$ cat config.mk
export PLATFORM = sky130hd
export DESIGN_NAME = kamikaze_mem_arbiter
export DESIGN_NICKNAME = d
export VERILOG_FILES = /design/src/rtl/kamikaze_mem_arbiter.sv
export SDC_FILE = /design/constraint.sdc
export NUM_CORES = 1
export LEC_CHECK = 0
export ABC_AREA = 1
export BUFFER_PORTS_ARGS = -buffer_cell sky130_fd_sc_hd__buf_2
export CAP_MARGIN = 20
export CORE_MARGIN = 3
export CORE_UTILIZATION = 51
export DETAILED_ROUTE_END_ITERATION = 12
export GPL_TIMING_DRIVEN = 0
export PLACE_DENSITY = 0.86
export SETUP_SLACK_MARGIN = 0.3
export SLEW_MARGIN = 15
export SYNTH_ARGS = -nofsm -noshare
export SYNTH_HDL_FRONTEND = slang
export SYNTH_SLANG_ARGS = --single-unit
$ cat constraint.sdc
create_clock -name clk_i -period 2.4 [get_ports clk_i]
set_input_delay 0.72 -clock clk_i [delete_from_list [all_inputs] [get_ports clk_i]]
set_output_delay 0.72 -clock clk_i [all_outputs]
set_load 0.02 [all_outputs]
$ cat src/rtl/kamikaze_mem_arbiter.sv
// kamikaze_mem_arbiter: shares one instruction/data memory port between the
// fetch FIFO (read-only, word-aligned) and the load/store unit.
// Data normally wins arbitration; a streak limit lets a waiting fetch through.
// Optional macro KAMIKAZE_ARB_ROUND_ROBIN_EN replaces the streak limit with
// simple alternation between the two requesters.
module kamikaze_mem_arbiter #(
  parameter int DATA_STREAK_MAX = 4,
  parameter int STREAK_W        = 3
) (
  input  logic        clk_i,
  input  logic        rst_i,
  input  logic        if_req_i,
  input  logic [31:0] if_addr_i,
  output logic [31:0] if_rdata_o,
  output logic        if_ready_o,
  input  logic        d_req_i,
  input  logic        d_we_i,
  input  logic [3:0]  d_be_i,
  input  logic [31:0] d_addr_i,
  input  logic [31:0] d_wdata_i,
  output logic [31:0] d_rdata_o,
  output logic        d_ready_o,
  input  logic        branch_i,
  output logic        mem_req_o,
  output logic        mem_we_o,
  output logic [3:0]  mem_be_o,
  output logic [31:0] mem_addr_o,
  output logic [31:0] mem_wdata_o,
  input  logic [31:0] mem_rdata_i,
  input  logic        mem_ack_i
);

  typedef enum logic [1:0] {IDLE, ISSUE, RESP} state_t;

  localparam logic OWN_FETCH = 1'b0;
  localparam logic OWN_DATA  = 1'b1;

  state_t      state_q, state_nxt;
  logic        owner_q;
  logic        abort_q;
  logic [31:0] addr_q;
  logic        we_q;
  logic [3:0]  be_q;
  logic [31:0] wdata_q;
  logic [31:0] if_rdata_q;
  logic [31:0] d_rdata_q;
  logic        grant_f;
  logic        grant_d;
  logic        if_cand;
  logic        unused_addr_bits;

  // Word alignment means the low address bits never reach the memory.
  assign unused_addr_bits = ^{if_addr_i[1:0], d_addr_i[1:0]};

  // A branch in the same cycle makes the fetch address stale, so it cannot win.
  assign if_cand = if_req_i && !branch_i;

`ifdef KAMIKAZE_ARB_ROUND_ROBIN_EN
  logic                last_owner_q;
  logic [STREAK_W-1:0] unused_streak_cfg;

  assign unused_streak_cfg = STREAK_W'(DATA_STREAK_MAX);

  // Arbitration in IDLE: on contention, the requester not served last wins.
  always_comb begin
    grant_f = 1'b0;
    grant_d = 1'b0;
    if (state_q == IDLE) begin
      if (if_cand && d_req_i) begin
        if (last_owner_q == OWN_DATA) grant_f = 1'b1;
        else                          grant_d = 1'b1;
      end else if (d_req_i) begin
        grant_d = 1'b1;
      end else if (if_cand) begin
        grant_f = 1'b1;
      end
    end
  end

  // Remember who was served last so contention alternates.
  always_ff @(posedge clk_i or negedge rst_i) begin
    if (!rst_i)       last_owner_q <= OWN_FETCH;
    else if (grant_f) last_owner_q <= OWN_FETCH;
    else if (grant_d) last_owner_q <= OWN_DATA;
  end
`else
  logic [STREAK_W-1:0] streak_q;
  logic                streak_full;

  assign streak_full = (streak_q == STREAK_W'(DATA_STREAK_MAX));

  // Arbitration in IDLE: data wins contention until fetch has waited too long.
  always_comb begin
    grant_f = 1'b0;
    grant_d = 1'b0;
    if (state_q == IDLE) begin
      if (if_cand && d_req_i) begin
        if (streak_full) grant_f = 1'b1;
        else             grant_d = 1'b1;
      end else if (d_req_i) begin
        grant_d = 1'b1;
      end else if (if_cand) begin
        grant_f = 1'b1;
      end
    end
  end

  // Count data grants that kept fetch waiting; any relief resets the count.
  always_ff @(posedge clk_i or negedge rst_i) begin
    if (!rst_i) begin
      streak_q <= '0;
    end else if (grant_f) begin
      streak_q <= '0;
    end else if (grant_d) begin
      if (!if_req_i)         streak_q <= '0;
      else if (!streak_full) streak_q <= streak_q + STREAK_W'(1);
    end
  end
`endif

  // State register.
  always_ff @(posedge clk_i or negedge rst_i) begin
    if (!rst_i) state_q <= IDLE;
    else        state_q <= state_nxt;
  end

  // Next state: grant -> hold request until ack -> one response cycle.
  always_comb begin
    state_nxt = state_q;
    case (state_q)
      IDLE:    if (grant_f || grant_d) state_nxt = ISSUE;
      ISSUE:   if (mem_ack_i)          state_nxt = RESP;
      RESP:    state_nxt = IDLE;
      default: state_nxt = IDLE;
    endcase
  end

  // Latch the winning request, track branch aborts and capture read data.
  always_ff @(posedge clk_i or negedge rst_i) begin
    if (!rst_i) begin
      owner_q    <= OWN_FETCH;
      abort_q    <= 1'b0;
      addr_q     <= '0;
      we_q       <= 1'b0;
      be_q       <= '0;
      wdata_q    <= '0;
      if_rdata_q <= '0;
      d_rdata_q  <= '0;
    end else begin
      if (grant_f) begin
        owner_q <= OWN_FETCH;
        addr_q  <= {if_addr_i[31:2], 2'b00};
        we_q    <= 1'b0;
        be_q    <= 4'hF;
        wdata_q <= '0;
      end else if (grant_d) begin
        owner_q <= OWN_DATA;
        addr_q  <= {d_addr_i[31:2], 2'b00};
        we_q    <= d_we_i;
        be_q    <= d_be_i;
        wdata_q <= d_wdata_i;
      end
      if (state_q == ISSUE) begin
        if (owner_q == OWN_FETCH && branch_i) abort_q <= 1'b1;
        if (mem_ack_i) begin
          if (owner_q == OWN_DATA)          d_rdata_q  <= mem_rdata_i;
          else if (!abort_q && !branch_i)   if_rdata_q <= mem_rdata_i;
        end
      end
      if (state_q == RESP) abort_q <= 1'b0;
    end
  end

  assign mem_req_o   = (state_q == ISSUE);
  assign mem_we_o    = we_q;
  assign mem_be_o    = be_q;
  assign mem_addr_o  = addr_q;
  assign mem_wdata_o = wdata_q;
  assign if_rdata_o  = if_rdata_q;
  assign d_rdata_o   = d_rdata_q;
  assign if_ready_o  = (state_q == RESP) && (owner_q == OWN_FETCH) && !abort_q && !branch_i;
  assign d_ready_o   = (state_q == RESP) && (owner_q == OWN_DATA);

endmodule

# == Yosys cells after proc, flatten, opt, wreduce, memory -nomap -nowiden ==
# Cells that the tools add are included.
# totals
n_memories,0
latchBits,0
rom_bits,0
word_cells,67
output_inout_bits,136
ramBits,0
regBits,140
# op_classes
muxes,29
bitwise,1
div_mod_pow,0
eq_ne,6
n_reduce_logical,20
multipliers,0
order_cmp,0
n_addsub,1
n_shift,0
# op_table
operator,count
two-way mux 32 bit,4
two-way mux 1 bit,16
two-way mux 3 bit,4
logical AND 1 bit,8
two-way mux 4 bit,2
AND reduction 2 bit,3
nonzero test 2 bit,3
two-way mux 2 bit,2
!= test 2 x 1 -> 1 bit (second input constant),2
one-hot mux 2 bit (2 select lines),1
AND reduction 4 bit,1
adder 3 x 1 -> 3 bit (second input constant),1
equality test 3 bit (second input constant),1
!= test 3 bit (second input constant),1
AND reduction 3 bit,1
equality test 2 x 1 -> 1 bit (second input constant),1
equality test 2 bit (second input constant),1
logical NOT 1 bit,2
logical NOT 2 bit,1
logical OR 1 bit,1
inverter 1 bit,1

# == Logic depth before layout (Yosys ltp) ==
# depth
ltp_word,9
depth_mapped,9
depth_no_buf,8

# == Worst setup path after synthesis ==
# No wires, ideal clock.
# synth_timing
path_kind,input -> output
startpoint,in branch_i
endpoint,out if_ready_o
cell_stages,2
arrival_time_ps,1123
setup_slack_ps,557
path_cell_list,nor2_1 -> and3_1
# synth_between
elab_chain_len,2
# synth_rtl
item,line_no,rtl
from (decl),23,"input logic branch_i,"
logical NOT 1 bit,181,assign if_ready_o = (state_q == RESP) && (owner_q == OWN_FETCH) && !abort_q && !branch_i;
logical AND 1 bit,181,
to (decl),15,"output logic if_ready_o,"
# Every way passes these cells.

# == Worst setup path in the final report ==
# layout_timing
startpoint,reg state_q[0]
endpoint,out if_ready_o
# layout_between
elab_chain_len,4
# layout_rtl
item,line_no,rtl
from (decl),38,"state_t state_q, state_nxt;"
from (signal assigned),124,else state_q <= state_nxt;
equality test 2 bit,181,
logical AND 1 bit (3 in series),181,
# Every way passes these cells.

==> summary.md <==
| Metric | Value |
|---|---|
| Status | `finished clean` |
| Rows | `38` |
| Final setup vio count | `0` |
| VDD IR max | `800.1 uV` |
| Clock transition at path regs | `60 ps` |
| Fraction of registers with async set or reset after synthesis | `100.0%` |
| Worst setup margin | `357.1 ps` |
| Hold Crit Class | `in -> async` |
| Pre-CTS setup slack | `340.3 ps` |
| Post-synth cell types | `20` |
| Avg Vias per Cell | `4.864` |
| Mapped Cells | `727` |
| Layout cells sized above 1 | `32.40%` |
| Synthesis-to-finish area growth | `37.49%` |
| Reg2reg setup slack | `550 ps` |
| Min Tclk post-route | `2043 ps` |
| Final #Nets | `1,163` |
| Slew Limit Fails | `0` |
| Vias | `5,696` |
| Skew-Pair Late Insertion Delay | `410 ps` |
| Post-Layout Cell Count | `1,171` |
| Yosys top cell area share | `57.84%` |
| Die X | `114.2 um` |
| Fmax | `489.5 MHz` |
| Starting Density | `53.67%` |
| Drt drc | `0` |
| I/O pin cnt | `275` |
| DPL Wire Length | `12,560 um` |
| CTS Hold Bufs | `0` |
| TritonCTS Sinks | `138` |
| GP Congestion | `0.8500` |
| Register area share after synthesis | `57.84%` |
| Leakage | `0.004993 uW` |
| CP Launch Type | `flop` |
| Synth Cell Area | `0.005971 mm^2` |
| CTS tree | `built` |
| EDFF count, synth | `0` |
| Fin Setup TNS | `0 ps` |
| Number of synthesis warnings | `0` |
| Die area | `0.01304 mm^2` |
| #FFs+latches synth | `138` |
| Port Buffers | `268` |
| Gr ovfl total | `0` |
| Largest net degree at the start of global routing | `79` |
| Final period util | `85.12%` |
| Worst-path maximum fanout | `3` |
| Ys flop type | `dfrtp_1` |
| Routed WL | `16,770 um` |
| Worst setup path class | `reg -> out` |
| Vias in the first global route | `5,473` |
| RSZ-0062 raised after global routing | `yes` |
| Cell area power density | `1387 mW/mm^2` |
| CTS Buf Count | `17` |
| CTS HTree Levels | `4` |
| Crit path arrival time | `1320 ps` |
| Initial antenna violation count | `2` |
| Delay-heaviest family, CP | `flip-flops` |
| Buffer and inverter count on the worst path | `2` |
| First-pass GRT wire length | `26,930 um` |
| Wire per inst | `14.32 um` |
| Die height | `114.2 um` |
| Slew headroom | `63.98%` |
| # placed instances | `1,137` |
| FF-to-FF path depth | `7` |
| Cell type with the largest total area after synthesis | `dfrtp_1` |
| Core area | `0.01113 mm^2` |
| Setup crit end kind | `primary output` |
| Measured slew at the worst slew-check pin | `540.3 ps` |
| Crit. path cell count | `4` |
| Cells taking the most area after synthesis | `dfrtp_1 58%, nand2_1 18%, inv_1 6.7%` |
| Post-route antenna net violation count | `0` |
| GRT Resource Usage Total | `26.15%` |
| CP peak stage delay | `390 ps` |
| Drt first pass iters | `5` |
| Worst endpoint required time | `1680 ps` |
| Clk_skew | `6.437 ps` |
| Hold_ws | `246.6 ps` |
| Cell-by-cell trace of the critical path | `inv_2, ha_2, and3_1, buf_6` |
| First-iteration detailed-routing DRC count | `340` |
| CP max-delay cell | `dfrtp_1` |
| Syn_area_per_cell | `8.213 um^2` |
| Hold violation count in the final report | `0` |
| # Max-Cap Violations | `0` |
| Max Buffers Root-to-Sink | `2` |
| Root buf cell | `clkbuf_16` |
| Antenna Cells | `0` |
[stage by stage]
step                total power [uW]  instance area, um^2  utilization, %
detailed placement              8540                 7528           67.67
global placement                8389                 7491           67.33
finish                         11390                 8209           73.79
CTS                            11440                 8187           73.58
global route                   12150                 8209           73.79
floorplan                       6745                 5974               -
[cells by family after synthesis]
logic type / count (synthesis) / share of synthesized area (%)
fa+ha+maj: 6 / 1.257
other cells: 1 / 0.06281
simple gates: 362 / 24.43
flops: 138 / 57.84
buf+inv: 146 / 10.12
compound gates: 74 / 6.287
[cell usage in the layout (no fill, tap or decap), types with 2 or more instances in the layout]
master / synthesis / final
nand2_1: 284 / 284
buf_2: 15 / 279
dfrtp_1: 138 / 138
inv_1: 106 / 105
o21ai_0: 69 / 69
nand3_1: 69 / 69
clkbuf_16: 0 / 17
clkbuf_1: 15 / 15
buf_4: 6 / 10
nor2_1: 5 / 5
bufinv_16: 0 / 5
ha_1: 6 / 4
inv_2: 2 / 3
buf_6: 2 / 3
inv_6: 0 / 3
a21oi_1: 2 / 2
nand2_2: 2 / 2
ha_2: 0 / 2
conb_1: 1 / 2
clkinv_4: 0 / 2
clkinv_2: 0 / 2
clkinvlp_4: 0 / 2
[state kept, by name (all words and copies together) (netlist names)]
signal	cells
d_rdata_o	32
if_rdata_o	32
mem_wdata_o	32
mem_addr_o	30
mem_be_o	4
streak_q	3
state_q	2
abort_q	1
mem_we_o	1
owner_q	1
[Yosys cell counts, types with 2 or more instances]
cell	count
inv_1	106
dfrtp_1	138
a21oi_1	2
nor2_1	5
nand2_1	284
buf_6	2
nand2_2	2
inv_2	2
ha_1	6
clkbuf_1	15
buf_2	15
o21ai_0	69
nand3_1	69
buf_4	6
[per-layer routing]
layer	GRT usage (%)	wire (um)	up-vias
met5	0	24	-
met4	10.13	369	4
met3	8.192	1593	36
met1	31.67	6562	2600
li1	-	-	2796
met2	43.83	8220	260
[layout make-up]
class	instances	area, um^2
inverters	108	405.4
flip-flops and latches	138	3453
multi-input cells	444	1922
repair buffers	271	1405
fillers	847	2917
clock buffers	18	429.2
well taps	140	175.2
plain buffers	38	200.2
clock inverters	14	219.0
[power breakdown]
part	leakage (uW)	switching, uW	internal [uW]	total (uW)
clock network	0.000311	996	1850	2850
logic	0.00294	3080	1510	4590
registers	0.00174	571	3370	3950
[worst paths after layout]
| check | startpoint | endpoint |
|---|---|---|
| setup / recovery | state_q[0] | if_ready_o |
| hold / removal | rst_i | if_rdata_o[2] |
| setup reg to reg | state_q[0] | d_rdata_o[0] |
| hold reg to reg | mem_addr_o[9] | mem_addr_o[9] |
| max in group asynchronous | rst_i | mem_wdata_o[5] |
| min in group clk_i | mem_addr_o[9] | mem_addr_o[9] |
[repair_timing]
item	in CTS	in global routing
resized for setup	1	9
setup buffers	1	1
setup endpoints to repair	2	8
No activity file was read; power rests on OpenSTA's default activity.
